`config.mk`:
```
export PLATFORM = sky130hd
export DESIGN_NAME = hazard_grid_encoder_seq
export DESIGN_NICKNAME = d
export VERILOG_FILES = /design/src/rtl/hazard_enc_pkg.sv /design/src/rtl/hazard_grid_encoder_seq_cell_mask.sv /design/src/rtl/hazard_grid_encoder_seq.sv
export SDC_FILE = /design/constraint.sdc
export NUM_CORES = 1
export LEC_CHECK = 0
export ABC_AREA = 1
export BUFFER_PORTS_ARGS = -buffer_cell sky130_fd_sc_hd__clkbuf_2
export CORE_ASPECT_RATIO = 0.5
export CORE_MARGIN = 8
export CORE_UTILIZATION = 23
export CTS_BUF_LIST = sky130_fd_sc_hd__clkbuf_16
export DETAILED_ROUTE_END_ITERATION = 7
export SETUP_SLACK_MARGIN = 0.15
export SYNTH_ARGS = -nofsm -noshare
export SYNTH_HDL_FRONTEND = slang
export SYNTH_HIERARCHICAL = 1
export SYNTH_SLANG_ARGS = --single-unit
```
`constraint.sdc`:
```
create_clock -name clk -period 2.4 [get_ports clk]
set_clock_uncertainty 0.15 [all_clocks]
set_input_delay 0.6 -clock clk [delete_from_list [all_inputs] [get_ports clk]]
set_output_delay 0.6 -clock clk [all_outputs]
set_load 0.02 [all_outputs]
```
`src/rtl/hazard_enc_pkg.sv`:
```
// Shared types and grid-geometry helpers for the streaming hazard grid encoder.
// Bounds are plain ints so callers can compare them at whatever width they need.
package hazard_enc_pkg;

    typedef enum logic {
        ACCUM = 1'b0,
        DRAIN = 1'b1
    } state_t;

    function automatic int row_top(input int r, input int row_h);
        return r * row_h;
    endfunction

    function automatic int col_left(input int c, input int narrow_cols, input int col_w,
                                    input int wide_col_w);
        if (c < narrow_cols)
            return c * col_w;
        return narrow_cols * col_w + (c - narrow_cols) * wide_col_w;
    endfunction

    function automatic int col_right(input int c, input int narrow_cols, input int col_w,
                                     input int wide_col_w);
        return col_left(c, narrow_cols, col_w, wide_col_w)
               + ((c < narrow_cols) ? col_w : wide_col_w) - 1;
    endfunction

    function automatic int num_cells(input int rows, input int cols);
        return rows * cols;
    endfunction

    function automatic int num_words(input int cells, input int word_w);
        return (cells + word_w - 1) / word_w;
    endfunction

endpackage

```
`src/rtl/hazard_grid_encoder_seq_cell_mask.sv`:
```
// Purpose: combinational hazard box -> grid cell overlap mask (bit r*COLS+c).
// Latency: 0 cycles (pure combinational).
// Backpressure: none; the caller decides when the mask is consumed.
module hazard_cell_mask
    import hazard_enc_pkg::*;
#(
    parameter int ROWS        = 4,
    parameter int ROW_H       = 2,
    parameter int COLS        = 8,
    parameter int NARROW_COLS = 6,
    parameter int COL_W       = 3,
    parameter int WIDE_COL_W  = 4,
    parameter int COORD_W     = 8,
    localparam int NUM_CELLS  = num_cells(ROWS, COLS)
) (
    input  logic [COORD_W-1:0]   top,
    input  logic [COORD_W-1:0]   bottom,
    input  logic [COORD_W-1:0]   left,
    input  logic [COORD_W-1:0]   right,
    output logic [NUM_CELLS-1:0] mask
);

    // Widen everything so coordinates past the grid compare correctly against any bound.
    localparam int CMP_W = (COORD_W > 32) ? COORD_W : 32;

    logic [CMP_W-1:0] t_w, b_w, l_w, r_w;
    logic [CMP_W-1:0] rt, rb, cl, cr;

    assign t_w = CMP_W'(top);
    assign b_w = CMP_W'(bottom);
    assign l_w = CMP_W'(left);
    assign r_w = CMP_W'(right);

    always_comb begin
        mask = '0;
        rt   = '0;
        rb   = '0;
        cl   = '0;
        cr   = '0;
        for (int r = 0; r < ROWS; r++) begin
            for (int c = 0; c < COLS; c++) begin
                rt = CMP_W'(row_top(r, ROW_H));
                rb = CMP_W'(row_top(r, ROW_H) + ROW_H - 1);
                cl = CMP_W'(col_left(c, NARROW_COLS, COL_W, WIDE_COL_W));
                cr = CMP_W'(col_right(c, NARROW_COLS, COL_W, WIDE_COL_W));
                mask[r*COLS+c] = !((b_w < rt) || (t_w > rb) || (r_w < cl) || (l_w > cr));
            end
        end
    end

endmodule

```
`src/rtl/hazard_grid_encoder_seq.sv`:
```
// Purpose: accumulate hazard boxes into a per-frame occupancy bitmap, then stream it out as words.
// Latency: first out_valid 1 cycle after the last box is accepted; HAZARD_CNT_EN adds port haz_cnt.
// Backpressure: in_ready low for the whole drain; output words held stable while out_ready is low.
module hazard_grid_encoder_seq
    import hazard_enc_pkg::*;
#(
    parameter int ROWS        = 4,
    parameter int ROW_H       = 2,
    parameter int COLS        = 8,
    parameter int NARROW_COLS = 6,
    parameter int COL_W       = 3,
    parameter int WIDE_COL_W  = 4,
    parameter int COORD_W     = 8,
    parameter int MAX_HAZ     = 16,
    parameter int WORD_W      = 16
) (
    input  logic               clk,
    input  logic               rst,
    input  logic               in_valid,
    output logic               in_ready,
    input  logic [COORD_W-1:0] in_top,
    input  logic [COORD_W-1:0] in_bottom,
    input  logic [COORD_W-1:0] in_left,
    input  logic [COORD_W-1:0] in_right,
    input  logic               in_last,
    output logic               out_valid,
    input  logic               out_ready,
    output logic [WORD_W-1:0]  out_data,
    output logic               out_last,
    output logic               overflow,
    output logic               bad_box
`ifdef HAZARD_CNT_EN
    ,
    output logic [$clog2(MAX_HAZ+1)-1:0] haz_cnt
`endif
);

    localparam int NUM_CELLS = num_cells(ROWS, COLS);
    localparam int NUM_WORDS = num_words(NUM_CELLS, WORD_W);
    localparam int PAD_W     = NUM_WORDS * WORD_W;
    localparam int IDX_W     = (NUM_WORDS > 1) ? $clog2(NUM_WORDS) : 1;
    localparam int CNT_W     = $clog2(MAX_HAZ + 1);

    state_t               state, state_nxt;
    logic [NUM_CELLS-1:0] bitmap;
    logic [NUM_CELLS-1:0] box_mask;
    logic [PAD_W-1:0]     bitmap_pad;
    logic [CNT_W-1:0]     hz_count;
    logic [IDX_W-1:0]     word_idx;
    logic                 frame_start;

    logic accept, malformed, full, merge, drain_hs;

    hazard_cell_mask #(
        .ROWS        (ROWS),
        .ROW_H       (ROW_H),
        .COLS        (COLS),
        .NARROW_COLS (NARROW_COLS),
        .COL_W       (COL_W),
        .WIDE_COL_W  (WIDE_COL_W),
        .COORD_W     (COORD_W)
    ) u_cell_mask (
        .top    (in_top),
        .bottom (in_bottom),
        .left   (in_left),
        .right  (in_right),
        .mask   (box_mask)
    );

    assign in_ready  = (state == ACCUM);
    assign out_valid = (state == DRAIN);
    assign out_last  = (state == DRAIN) && (word_idx == IDX_W'(NUM_WORDS - 1));

    assign accept    = in_valid && in_ready;
    assign malformed = (in_top > in_bottom) || (in_left > in_right);
    assign full      = (hz_count == CNT_W'(MAX_HAZ));
    assign merge     = accept && !malformed && !full;
    assign drain_hs  = out_valid && out_ready;

    assign bitmap_pad = PAD_W'(bitmap);

    always_comb begin
        out_data = '0;
        for (int k = 0; k < NUM_WORDS; k++) begin
            if ((state == DRAIN) && (word_idx == IDX_W'(k)))
                out_data = bitmap_pad[k*WORD_W +: WORD_W];
        end
    end

    always_comb begin
        state_nxt = state;
        case (state)
            ACCUM:   if (accept && in_last) state_nxt = DRAIN;
            DRAIN:   if (drain_hs && out_last) state_nxt = ACCUM;
            default: state_nxt = ACCUM;
        endcase
    end

    always_ff @(posedge clk) begin
        if (rst)
            state <= ACCUM;
        else
            state <= state_nxt;
    end

    always_ff @(posedge clk) begin
        if (rst) begin
            bitmap      <= '0;
            hz_count    <= '0;
            word_idx    <= '0;
            overflow    <= 1'b0;
            bad_box     <= 1'b0;
            frame_start <= 1'b1;
        end else begin
            if (accept) begin
                if (merge) begin
                    bitmap   <= bitmap | box_mask;
                    hz_count <= hz_count + CNT_W'(1);
                end
                // Flags from the previous frame survive until this frame's first box lands.
                overflow    <= (overflow && !frame_start) || full;
                bad_box     <= (bad_box && !frame_start) || malformed;
                frame_start <= 1'b0;
                if (in_last)
                    word_idx <= '0;
            end
            if (drain_hs) begin
                if (out_last) begin
                    bitmap      <= '0;
                    hz_count    <= '0;
                    word_idx    <= '0;
                    frame_start <= 1'b1;
                end else begin
                    word_idx <= word_idx + IDX_W'(1);
                end
            end
        end
    end

`ifdef HAZARD_CNT_EN
    always_ff @(posedge clk) begin
        if (rst)
            haz_cnt <= '0;
        else if (accept && in_last)
            haz_cnt <= merge ? hz_count + CNT_W'(1) : hz_count;
    end
`endif

endmodule

```
**Word-level counts from Yosys, hierarchy flattened**

Index checks and enable logic that the tools add are counted.

- $add $sub $neg: 2
- Order comparisons: 26
- Eq/ne operators: 1
- Mux-type cells: 20
- Bitwise logic cells: 3
- Reductions and logical operators: 119

Operators with widths:

| kind | count |
|---|---|
| 2-to-1 mux 32 bit | 4 |
| logical OR 1 bit | 71 |
| logical NOT 1 bit | 35 |
| 2-to-1 mux 16 bit | 2 |
| bitwise OR 32 bit | 1 |
| greater-than comparator 8 x 3 -> 1 bit (second input constant) | 3 |
| greater-than comparator 8 x 4 -> 1 bit (second input constant) | 3 |
| greater-than comparator 8 x 5 -> 1 bit (second input constant) | 3 |
| < comparator 8 x 3 -> 1 bit (second input constant) | 3 |
| < comparator 8 x 4 -> 1 bit (second input constant) | 3 |
| 2-to-1 mux 5 bit | 4 |
| greater-than comparator 8 x 2 -> 1 bit (second input constant) | 2 |
| greater-than comparator 8 bit | 2 |
| < comparator 8 x 1 -> 1 bit (second input constant) | 2 |
| < comparator 8 x 2 -> 1 bit (second input constant) | 2 |
| < comparator 8 x 5 -> 1 bit (second input constant) | 2 |
| logical AND 1 bit | 10 |
| 2-to-1 mux 1 bit | 9 |
| greater-than comparator 8 x 1 -> 1 bit (second input constant) | 1 |
| adder 5 x 1 -> 5 bit (second input constant) | 1 |
| equality test 5 bit (second input constant) | 1 |
| nonzero test 2 bit | 2 |
| inverter 1 bit | 2 |
| one-hot mux 1 bit (2 select lines) | 1 |
| other kinds (2) | 2 |

- Bits in registers: 42
- Logic and storage cells: 178

**Logic depth before layout (Yosys ltp)**

- Word-level depth: 10
- Mapped depth: 16

**Modules after synthesis**

Netlist, hierarchy kept.

By module, submodules not included:

| module | instances | cells an instance | area an instance (um2) |
|---|---|---|---|
| hazard_grid_encoder_seq | 1 | 301 | 2548.7 |
| hazard_cell_mask | 1 | 109 | 484.2 |

**Worst setup path after synthesis**

Ideal clock, no wire load.

- Kind: reg-to-output
- Start point: register state, in the netlist out_valid
- End point: output out_data[10]
- Data arrival time: 1.272 ns
- Data required time: 1.650 ns
- Slack: 0.378 ns
- Cell stages (with the launch flop): 4
- Path buffers: 1
- Cell sequence: dfxtp_1 -> nand2_1 -> clkbuf_1 -> o22ai_1

- Cells in the longest elaborated chain, start to end: 3
- Elaborated cells on any way between the ends: 4

RTL lines:

| element | line | text |
|---|---|---|
| start, declared | hazard_grid_encoder_seq.sv:44 | `state_t state, state_nxt;` |
| start signal, assigned | hazard_grid_encoder_seq.sv:103 | `state <= state_nxt;` |
| logical AND 1 bit | hazard_grid_encoder_seq.sv:85 | `if ((state == DRAIN) && (word_idx == IDX_W'(k)))` |
| 2-to-1 mux 16 bit | hazard_grid_encoder_seq.sv:85 |  |
| 2-to-1 mux 16 bit * | hazard_grid_encoder_seq.sv:85 |  |
| end, declared | hazard_grid_encoder_seq.sv:28 | `output logic [WORD_W-1:0] out_data,` |

Every way passes the cells marked *; elsewhere a longest branch is shown, timed or not.

**Final worst setup path**

- Start point: register word_idx
- End point: output out_data[10]

- Cells in the longest elaborated chain, start to end: 4
- Elaborated cells on any way between the ends: 5

RTL lines:

| element | line | text |
|---|---|---|
| start, declared | hazard_grid_encoder_seq.sv:49 | `logic [IDX_W-1:0] word_idx;` |
| start signal, assigned | hazard_grid_encoder_seq.sv:134 | `word_idx <= word_idx + IDX_W'(1);` |
| inverter 1 bit | hazard_grid_encoder_seq.sv:85 |  |
| logical AND 1 bit | hazard_grid_encoder_seq.sv:85 |  |
| 2-to-1 mux 16 bit | hazard_grid_encoder_seq.sv:85 |  |
| 2-to-1 mux 16 bit * | hazard_grid_encoder_seq.sv:85 |  |

Marks and branches as above.

==> summary.txt <==
Routing
  – Detailed-route wire length per cell: approximately 11 µm
  – Number of detailed-route iterations in the first pass: 4
  – DRC: 0
  – Via count: between 2k and 3k
  – Antenna viol nets, final: 0
  – DRT iter0 DRCs: 88
  – Vias per cell: roughly 4.2
  – Routed Wire Length: 7250 µm

Timing
  – Relative slew slack: 0.709
  – Final hold vios: 0
  – Worst setup margin: around 0.25 ns
  – Setup violators final: 0
  – Post-route setup TNS: 0 ns
  – Period utilisation layout: 0.898
  – FMAX: 0.464 GHz
  – Max-slew violation count: 0
  – RSZ-0062 raised after global routing: no
  – Slew @ Worst Pin: about 0.43 ns
  – Fin crit period: between 2 and 2.5 ns

Yosys
  – Avg Inst Size Synth: ~7.4 µm²
  – Cell variety after synth: 37
  – Compound-Gate Fraction of Synth Area: 0.174
  – Post-Synth Simple-Gate Area: 0.325
  – EDFF count, synth: 0
  – Synthesized instance count: 410
  – Most frequent cell after synthesis: inv_1
  – Largest family of logic cells by synthesized area: simple AND/OR/NAND/NOR gates
  – Register area share after synthesis: 0.277
  – Adder-cell share of the synthesized area: 0.0743
  – Synth Area in XOR/XNOR: 0
  – Syn nets: 465
  – Cell area after synthesis: about 0.0030 mm²
  – Mux share of post-synthesis cell area: 0
  – Asr flop ratio synth: 0
  – Synth warnings: 6
  – Synth area leaders: dfxtp_1, nand3_2, inv_1
  – Share of the synthesized area in the top cell type: 0.277
  – Synth area leader: dfxtp_1
  – Post-synthesis register bit count: 42
  – Synth top cells by count: inv_1, nor2_1, nand2_1
  – Ys flop type: dfxtp_1

Floorplan
  – Starting density of the core: 0.237
  – Die Y: 97.2 µm
  – Placeable Area: roughly 0.013 mm²
  – Standard-cell row count: 29
  – I/O Pins: 58
  – Total die area: between 0.015 and 0.02 mm²
  – DIE WIDTH: 178 µm

Placed design
  – Post-DP HPWL: ~5800 µm
  – RePlAce Congestion: 0.844
  – Port bufs: 57
  – Placement Setup Slack: 0.0277 ns

GRT
  – GR Util met1: 0.101
  – Pin count of the biggest net entering global routing: 36
  – GRT Residual Overflow: 0
  – Global-route wire length before repair: between 10000 and 15000 µm
  – Initial antenna violation count: 0
  – Met3 GRT Util: 0.0112
  – M2 GR Usage: 0.149
  – Global Route Usage Sum: 0.0839
  – GR peak layer: met2
  – Vias in the first global route: approximately 2.7k

Power
  – Internal power: roughly 1200 µW
  – Switching power: between 400 and 500 µW
  – LEAKAGE: ~0.0014 µW
  – Combinational share of power: 0.197
  – VDD IR max: roughly 0.29 mV
  – Net Sw Frac: 0.287
  – Flop pwr share: 0.428
  – PwrDens: about 460 mW/mm²
  – Clock share of power: 0.375

Clocking
  – Clock Latency Late Sink: roughly 0.28 ns
  – CTS tree: yes
  – CTS root buf: clkbuf_16
  – Clock transition at path regs: 0.06 ns
  – CTS Buffer Depth: 2
  – Hold_buf cts: 0
  – CTS sink cnt: 42
  – Num CTS Buffers: 5
  – H-tree Lvls: 2

Setup path
  – Crit-path cells: inv_1 > nand2_2 > buf_12 > o22ai_1 > clkbuf_2
  – CP arrival: around 1.4 ns
  – Startpoint Class: register
  – Cells on worst reg2reg path: 10
  – Worst setup EP type: output port
  – Maximum fanout along the worst path: 12
  – Worst Path Required: around 1.7 ns
  – Max stage delay cell, worst path: dfxtp_1
  – Max stage delay on crit path: ~0.34 ns
  – Worst setup path category: reg -> out

Layout
  – Syn-to-layout area delta: 19.0%
  – Antenna cell count: 0
  – Proportion of layout cells with a drive suffix above 1: 0.326
  – NumNets Final: around 520
  – Final core occ: 0.283

Worst hold path
  – Hold Path Cell Cnt: 2
  – Hold/Removal Path Class: reg -> reg

Run
  – Max-cap violation count: 0

Run status
  – Status: completed
## flip-flops by register name, indices dropped and copies added, names as in the netlist
| register | cells |
|---|---|
| overflow | 1 |
| hz_count | 5 |
| bitmap | 32 |
| frame_start | 1 |
| word_idx | 1 |
| bad_box | 1 |
| out_valid | 1 |
## final timing paths
check                                  from            to  slack, ns
worst min register to register   bitmap[13]    bitmap[13]       0.31
worst max-delay path               word_idx  out_data[10]       0.25
worst max register to register  hz_count[0]   hz_count[1]       0.62
worst min-delay path             bitmap[13]    bitmap[13]       0.31
## cell families (layout without fill, tap and decap cells)
group                      after synthesis  in the layout
and+or+nand+nor                        180            180
buffers and inverters                   95            151
DFF                                     42             42
AOI/OAI and AO/OA                       75             75
adders and majority gates               18             18
## repair_timing
item                                    in CTS  in global routing
gates resized for setup                      3                  0
setup buffers                                0                  0
endpoints found under the setup margin      12                  0
## placed cells by master (no fill, tap or decap), types with 2 or more instances in the layout
| master | instances |
|---|---|
| nand4_1 | 6 |
| a21oi_1 | 13 |
| clkinv_2 | 2 |
| nor2_4 | 3 |
| a21oi_2 | 30 |
| o21a_1 | 2 |
| ha_1 | 18 |
| dfxtp_1 | 41 |
| nand2_1 | 53 |
| inv_1 | 79 |
| o22ai_1 | 16 |
| clkbuf_2 | 57 |
| nor2_1 | 60 |
| nand3_1 | 10 |
| nand2_2 | 6 |
| o21ai_0 | 7 |
| nand3_2 | 32 |
| nor3_1 | 2 |
| inv_2 | 3 |
| buf_4 | 2 |
| nand2_4 | 3 |
| buf_12 | 2 |
| o21ai_1 | 2 |
| clkbuf_16 | 5 |
## area by class of cell
type                       instances  area [µm²]
timing repair buffer              61         340
sequential                        42         842
clock buffer                       5         125
fill                            1406        9160
multi-input combinational        273        1760
tap                              170         213
inverter                          83         319
clock inverter                     2        10.0
## power groups by stage
stage	Clock, µW	Combinational [µW]	Sequential [µW]
2_1_floorplan	0	261	731
3_3_place_gp	0	328	728
3_5_place_dp	0	330	728
4_1_cts	649	333	714
5_1_grt	681	369	715
6_report	626	330	715
## stage by stage
step           hold WS [ns]  cell area [µm²]  cells  power [µW]
2_1_floorplan         0.287             3030    410         992
5_1_grt               0.331             3610    636        1760
6_report              0.306             3610    636        1670
4_1_cts               0.311             3610    636        1700
3_3_place_gp          0.297             3460    629        1060
3_5_place_dp          0.302             3460    629        1060
## critical path: cells and delay by family, from the launching register on
kind,cells,cell delay (ns)
and+or+nand+nor,1,0.11
buffers and inverters,3,0.48
AOI/OAI and AO/OA,1,0.19
DFF,1,0.34
## routing by layer
| metal | vias to the layer above | wire (µm) |
|---|---|---|
| met1 | 1193 | 3360 |
| met5 | - | 0 |
| met3 | 10 | 224 |
| met2 | 35 | 3520 |
| met4 | 0 | 148 |
| li1 | 1425 | - |
(Power assumes the default switching activity.)
